`src/rtl/mem_arbiter_if.sv`:
```
// mem_arbiter_if: request/response ports of both masters plus the memory controller command bus
interface mem_arbiter_if #(
  parameter int DATA_WIDTH = 8,
  parameter int ADDR_WIDTH = 16
);
  logic                  req0_valid, req0_write, req0_ready;
  logic                  req1_valid, req1_write, req1_ready;
  logic [ADDR_WIDTH-1:0] req0_addr, req1_addr;
  logic [DATA_WIDTH-1:0] req0_wdata, req1_wdata;
  logic                  rsp0_valid, rsp1_valid;
  logic [DATA_WIDTH-1:0] rsp0_rdata, rsp1_rdata;
  logic                  memc_read_enable, memc_write_enable, memc_busy;
  logic [ADDR_WIDTH-1:0] memc_addr;
  logic [DATA_WIDTH-1:0] memc_write_data, memc_read_data;
  logic                  owner;
  modport slave (
    input  req0_valid, req0_write, req0_addr, req0_wdata,
    input  req1_valid, req1_write, req1_addr, req1_wdata,
    input  memc_read_data, memc_busy,
    output req0_ready, req1_ready, rsp0_valid, rsp1_valid, rsp0_rdata, rsp1_rdata,
    output memc_read_enable, memc_write_enable, memc_addr, memc_write_data, owner
  );
  modport master (
    output req0_valid, req0_write, req0_addr, req0_wdata,
    output req1_valid, req1_write, req1_addr, req1_wdata,
    output memc_read_data, memc_busy,
    input  req0_ready, req1_ready, rsp0_valid, rsp1_valid, rsp0_rdata, rsp1_rdata,
    input  memc_read_enable, memc_write_enable, memc_addr, memc_write_data, owner
  );
endinterface

```
`src/rtl/mem_arbiter.sv`:
```
// mem_arbiter: round-robin two-port arbiter issuing one latched command at a time to a memory controller
module mem_arbiter #(
  parameter int DATA_WIDTH = 8,
  parameter int ADDR_WIDTH = 16,
  parameter int RD_LATENCY = 1
) (
  input logic          clk,
  input logic          reset,
  mem_arbiter_if.slave bus
);
  localparam int CW = RD_LATENCY > 1 ? $clog2(RD_LATENCY) : 1;
  typedef enum logic [1:0] {IDLE, ISSUE, WAIT} state_t;
  state_t                state, next_state;
  logic                  last, owner, lwrite, winner, accept;
  logic [ADDR_WIDTH-1:0] laddr;
  logic [DATA_WIDTH-1:0] lwdata, rdata0, rdata1;
  logic [CW-1:0]         lat_cnt;
  logic [1:0]            rsp_valid;
  always_comb begin
    winner = bus.req0_valid && bus.req1_valid ? !last : bus.req1_valid;
    accept = reset && state == IDLE && !bus.memc_busy && (bus.req0_valid || bus.req1_valid);
  end
  always_ff @(posedge clk)
    state <= !reset ? IDLE : next_state;
  always_comb
    next_state = state == IDLE  ? (accept ? ISSUE : IDLE) :
                 state == ISSUE ? (lwrite ? IDLE : WAIT) :
                                  (lat_cnt == '0 ? IDLE : WAIT);
  always_ff @(posedge clk) begin
    if (!reset) begin
      last      <= 1'b1;
      owner     <= 1'b0;
      lwrite    <= 1'b0;
      laddr     <= '0;
      lwdata    <= '0;
      lat_cnt   <= '0;
      rsp_valid <= '0;
      rdata0    <= '0;
      rdata1    <= '0;
    end else begin
      if (accept) begin
        lwrite <= winner ? bus.req1_write : bus.req0_write;
        laddr  <= winner ? bus.req1_addr  : bus.req0_addr;
        lwdata <= winner ? bus.req1_wdata : bus.req0_wdata;
        owner  <= winner;
        last   <= winner;
      end
      if (state == ISSUE) lat_cnt <= CW'(RD_LATENCY - 1);
      if (state == WAIT && lat_cnt != '0) lat_cnt <= lat_cnt - 1'b1;
      rsp_valid <= (state == WAIT && lat_cnt == '0) ? {owner, !owner} : 2'b00;
      if (state == WAIT && lat_cnt == '0 && !owner) rdata0 <= bus.memc_read_data;
      if (state == WAIT && lat_cnt == '0 && owner) rdata1 <= bus.memc_read_data;
    end
  end
  // ready is gated by reset so nothing looks acceptable while reset is held
  assign bus.req0_ready        = accept && !winner;
  assign bus.req1_ready        = accept && winner;
  assign bus.memc_write_enable = state == ISSUE && lwrite;
  assign bus.memc_read_enable  = state == ISSUE && !lwrite;
  assign bus.memc_addr         = laddr;
  assign bus.memc_write_data   = lwdata;
  assign bus.rsp0_valid        = rsp_valid[0];
  assign bus.rsp1_valid        = rsp_valid[1];
  assign bus.rsp0_rdata        = rdata0;
  assign bus.rsp1_rdata        = rdata1;
  assign bus.owner             = owner;
endmodule

```
`src/flat_wrapper.sv`:
```
// flat-port wrapper written by rule: the top's interface ports become plain ports
module mem_arbiter_flat 
#(
  parameter int DATA_WIDTH = 8,
  parameter int ADDR_WIDTH = 16,
  parameter int RD_LATENCY = 1
)
  (clk, reset, bus_req0_valid, bus_req0_write, bus_req0_addr, bus_req0_wdata, bus_req1_valid, bus_req1_write, bus_req1_addr, bus_req1_wdata, bus_memc_read_data, bus_memc_busy, bus_req0_ready, bus_req1_ready, bus_rsp0_valid, bus_rsp1_valid, bus_rsp0_rdata, bus_rsp1_rdata, bus_memc_read_enable, bus_memc_write_enable, bus_memc_addr, bus_memc_write_data, bus_owner);
  mem_arbiter_if #(.DATA_WIDTH(DATA_WIDTH), .ADDR_WIDTH(ADDR_WIDTH)) bus_i ();
  input logic clk;
  input logic reset;
  input wire logic [$bits(bus_i.req0_valid)-1:0] bus_req0_valid;
  input wire logic [$bits(bus_i.req0_write)-1:0] bus_req0_write;
  input wire logic [$bits(bus_i.req0_addr)-1:0] bus_req0_addr;
  input wire logic [$bits(bus_i.req0_wdata)-1:0] bus_req0_wdata;
  input wire logic [$bits(bus_i.req1_valid)-1:0] bus_req1_valid;
  input wire logic [$bits(bus_i.req1_write)-1:0] bus_req1_write;
  input wire logic [$bits(bus_i.req1_addr)-1:0] bus_req1_addr;
  input wire logic [$bits(bus_i.req1_wdata)-1:0] bus_req1_wdata;
  input wire logic [$bits(bus_i.memc_read_data)-1:0] bus_memc_read_data;
  input wire logic [$bits(bus_i.memc_busy)-1:0] bus_memc_busy;
  output wire logic [$bits(bus_i.req0_ready)-1:0] bus_req0_ready;
  output wire logic [$bits(bus_i.req1_ready)-1:0] bus_req1_ready;
  output wire logic [$bits(bus_i.rsp0_valid)-1:0] bus_rsp0_valid;
  output wire logic [$bits(bus_i.rsp1_valid)-1:0] bus_rsp1_valid;
  output wire logic [$bits(bus_i.rsp0_rdata)-1:0] bus_rsp0_rdata;
  output wire logic [$bits(bus_i.rsp1_rdata)-1:0] bus_rsp1_rdata;
  output wire logic [$bits(bus_i.memc_read_enable)-1:0] bus_memc_read_enable;
  output wire logic [$bits(bus_i.memc_write_enable)-1:0] bus_memc_write_enable;
  output wire logic [$bits(bus_i.memc_addr)-1:0] bus_memc_addr;
  output wire logic [$bits(bus_i.memc_write_data)-1:0] bus_memc_write_data;
  output wire logic [$bits(bus_i.owner)-1:0] bus_owner;
  assign bus_i.req0_valid = bus_req0_valid;
  assign bus_i.req0_write = bus_req0_write;
  assign bus_i.req0_addr = bus_req0_addr;
  assign bus_i.req0_wdata = bus_req0_wdata;
  assign bus_i.req1_valid = bus_req1_valid;
  assign bus_i.req1_write = bus_req1_write;
  assign bus_i.req1_addr = bus_req1_addr;
  assign bus_i.req1_wdata = bus_req1_wdata;
  assign bus_i.memc_read_data = bus_memc_read_data;
  assign bus_i.memc_busy = bus_memc_busy;
  assign bus_req0_ready = bus_i.req0_ready;
  assign bus_req1_ready = bus_i.req1_ready;
  assign bus_rsp0_valid = bus_i.rsp0_valid;
  assign bus_rsp1_valid = bus_i.rsp1_valid;
  assign bus_rsp0_rdata = bus_i.rsp0_rdata;
  assign bus_rsp1_rdata = bus_i.rsp1_rdata;
  assign bus_memc_read_enable = bus_i.memc_read_enable;
  assign bus_memc_write_enable = bus_i.memc_write_enable;
  assign bus_memc_addr = bus_i.memc_addr;
  assign bus_memc_write_data = bus_i.memc_write_data;
  assign bus_owner = bus_i.owner;
  mem_arbiter #(.DATA_WIDTH(DATA_WIDTH), .ADDR_WIDTH(ADDR_WIDTH), .RD_LATENCY(RD_LATENCY)) u_core (.clk(clk), .reset(reset), .bus(bus_i));
endmodule
```
`config.mk`:
```
export PLATFORM = sky130hd
export DESIGN_NAME = mem_arbiter_flat
export DESIGN_NICKNAME = d
export VERILOG_FILES = /design/src/rtl/mem_arbiter_if.sv /design/src/rtl/mem_arbiter.sv /design/src/flat_wrapper.sv
export SDC_FILE = /design/constraint.sdc
export NUM_CORES = 1
export LEC_CHECK = 0
export ABC_AREA = 0
export CORE_ASPECT_RATIO = 0.5
export CORE_UTILIZATION = 45
export DETAILED_ROUTE_END_ITERATION = 7
export DONT_BUFFER_PORTS = 1
export HOLD_SLACK_MARGIN = 0.03
export PLACE_DENSITY = 0.71
export SLEW_MARGIN = 20
export SYNTH_ARGS = -nofsm -noshare
export SYNTH_HDL_FRONTEND = slang
export SYNTH_SLANG_ARGS = --single-unit
```
`constraint.sdc`:
```
create_clock -name clk -period 2.4 [get_ports clk]
set_input_delay 0.24 -clock clk [delete_from_list [all_inputs] [get_ports clk]]
set_output_delay 0.24 -clock clk [all_outputs]
set_load 0.02 [all_outputs]
```
==> out/metrics.cfg <==
[worst_setup_path]
path_max_fanout=14
required_ns=2.16
start_kind=flop
cp_data_arrival_time_ns=1.85
crit_type=flop to primary output
crit_path_end_kind=primary output

[placement]
dp_hpwl_um=2830
routabilityCongestion=0.665
port_buffers=0
dp.cells=220

[routing]
wl_um=4180
ant_nets=0
num_vias=1469
remaining_drc_errors=0
drt-initial-drc-count=44
dr.pass1.iters=4
wire_per_inst_um=18.3
viasPerCell=6.44

[pwr]
switching_share=0.236
ir_worst_vdd_v=0.000284
switchingPower_w=0.000410
p_seq_frac=0.518
pwr-share-clk=0.399
combPwrFrac=0.083
leakagePower_nw=0.728
powerDensity_mw_per_mm2=834
intPower_w=0.00133

[sta]
timing.final.crit_share=0.870
min_period_ns=2.09
skew_ns=0.0112
tightest_slew_ns=0.991
finalHoldViolations=0
tns_ns=0
setup_violations=0
rsz0062_at_grt=false
relSlewSlack=0.336
slew_violations=0
fmax_mhz=479

[global_routing]
grt_max_degree=55
grt_pass1_vias=1350
grtUsageTotal=0.180
grt_antenna_before_repair=0
grt_pass1_wl_um=6490
grt_overflow_total=0

[yosys]
synth_seq_area_share=0.492
synthSimpleGateAreaFrac=0.0973
syn_nets=249
syn_avg_cell_area_sq_um=10.5
ys_types=27
synth_mux_area_frac=0
syn-cell-area_sq_mm=0.00195
synth_xor_area_frac=0.00448
synth_adder_area_share=0
yosys_register_bits=48
synth_top_family_by_area=compound AO/OA/AOI/OAI gates
synth_cells=186
synth_compound_area_frac=0.343
yosys_warnings=0

[die]
die_h_um=48.6
row_count=16
start_util=0.486
core_sq_mm=0.00402
die-area_sq_mm=0.00463
ios=110
die_w_um=95.2

[cells_and_area]
final_cell_mix=dfxtp_1, o32a_1, o221a_2, o21ai_0, nand3_1
final_cells=228
fin_nets=236
final_common_cell=dfxtp_1
diodes=0
fin_util=0.518
area_growth_syn_to_layout_pct=6.72
drive_above_1_share=0.241

[min_path]
hold_class=primary input to flop

[status]
outcome=complete, no violations

[clocking]
clkLatencyLatePin_ns=0.30
cts_setup_buffers=0
cts_buffer_depth=2
holdBufCountCts=0
clk_pin_slew_ns=0.10
tritoncts=yes
post_cts_resized=0
cts_sinks=48
cts-root-buf=clkbuf_8
cts_buffers=5
h-tree-depth=2

[job]
cap_violations=0

[per-layer routing]
layer / vias up / global-route usage / part of all wire
met3: 2 / 0.0723 / 0.092
met5: - / 0 / 0
li1: 711 / - / -
met2: 63 / 0.300 / 0.48
met1: 693 / 0.215 / 0.42
met4: 0 / 0.0429 / 0.0033
[power groups by stage]
| stage | registers (W) | clock network, W | logic (W) |
|---|---|---|---|
| final | 0.000900 | 0.000694 | 0.000145 |
| after global routing | 0.000905 | 0.000742 | 0.000160 |
| after CTS | 0.000901 | 0.000712 | 0.000146 |
| after detailed placement | 0.000919 | 0 | 0.000145 |
| after global placement | 0.000919 | 0 | 0.000141 |
| after floorplan | 0.000911 | 0 | 0.000140 |
[final timing paths]
kind / start / end / slack, ns / cells after the start
setup / recovery: u_core.state[0] / bus_req0_ready / 0.31 / 4
hold / removal: reset / u_core.last / 0.05 / 1
setup reg to reg: u_core.state[0] / u_core.bus.memc_write_data[7] / 0.48 / 3
hold reg to reg: u_core.lat_cnt / u_core.lat_cnt / 0.53 / 1
[critical path, stage by stage (launching register included)]
cell     delay [ns]
dfxtp_1        0.36
or4b_1         0.61
buf_4          0.23
nor3_1         0.18
buf_4          0.17
[cell type report]
cell class / count / area (sq um)
Fill cell: 384 / 1940
Sequential cell: 48 / 961
Multi-Input combinational cell: 110 / 871
Clock buffer: 5 / 68.8
Clock inverter: 3 / 68.8
Tap cell: 54 / 67.6
Timing Repair Buffer: 5 / 37.5
Inverter: 3 / 11.3
[cell families (layout without fill, tap and decap cells)]
logic type | after synthesis | count (layout)
xor gates and xnor gates | 1 | 1
DFF | 48 | 48
AOI/OAI and AO/OA | 73 | 73
buffers and inverters | 28 | 16
and+or+nand+nor | 36 | 36
[sequential cells by signal (all words and copies together) (netlist names)]
signal	flops
u_core.bus.memc_addr	16
u_core.bus.memc_write_data	8
u_core.bus.rsp0_rdata	8
u_core.bus.rsp1_rdata	8
u_core.rsp_valid	2
u_core.state	2
u_core.bus.owner	1
u_core.last	1
u_core.lat_cnt	1
u_core.lwrite	1
[cells in the mapped netlist]
cell	number	area [sq um]
buf_1	1	3.75
o32a_1	25	250
nand2_1	8	30.0
inv_1	3	11.3
a21oi_4	1	16.3
buf_2	4	20.0
buf_6	2	22.5
a21oi_1	1	5.00
o311ai_0	1	8.76
xnor2_1	1	8.76
nand3_1	16	80.1
or4b_1	1	10.0
dfxtp_1	48	961
nor3_1	1	5.00
and3_1	1	6.26
and3b_1	1	8.76
nor3b_1	1	7.51
a21bo_2	1	10.0
or4b_2	1	10.0
nor2b_1	1	6.26
nand4bb_1	1	11.3
o21ai_0	17	85.1
nor2_1	4	15.0
o211ai_1	1	7.51
clkbuf_1	18	67.6
o21ai_1	1	5.00
o221a_2	25	282
[metrics by stage]
stage                     hold slack [ns]  total power, W  setup slack [ns]  cell area, sq um
after detailed placement            0.343         0.00106             0.507              1950
after global placement              0.337         0.00106             0.527              1950
after CTS                          0.0330         0.00176             0.301              2090
after floorplan                     0.389         0.00105             0.481              1950
after global routing               0.0584         0.00181             0.234              2090
final                              0.0452         0.00174             0.312              2090
Note: power is estimated with default switching activity, not from simulation.
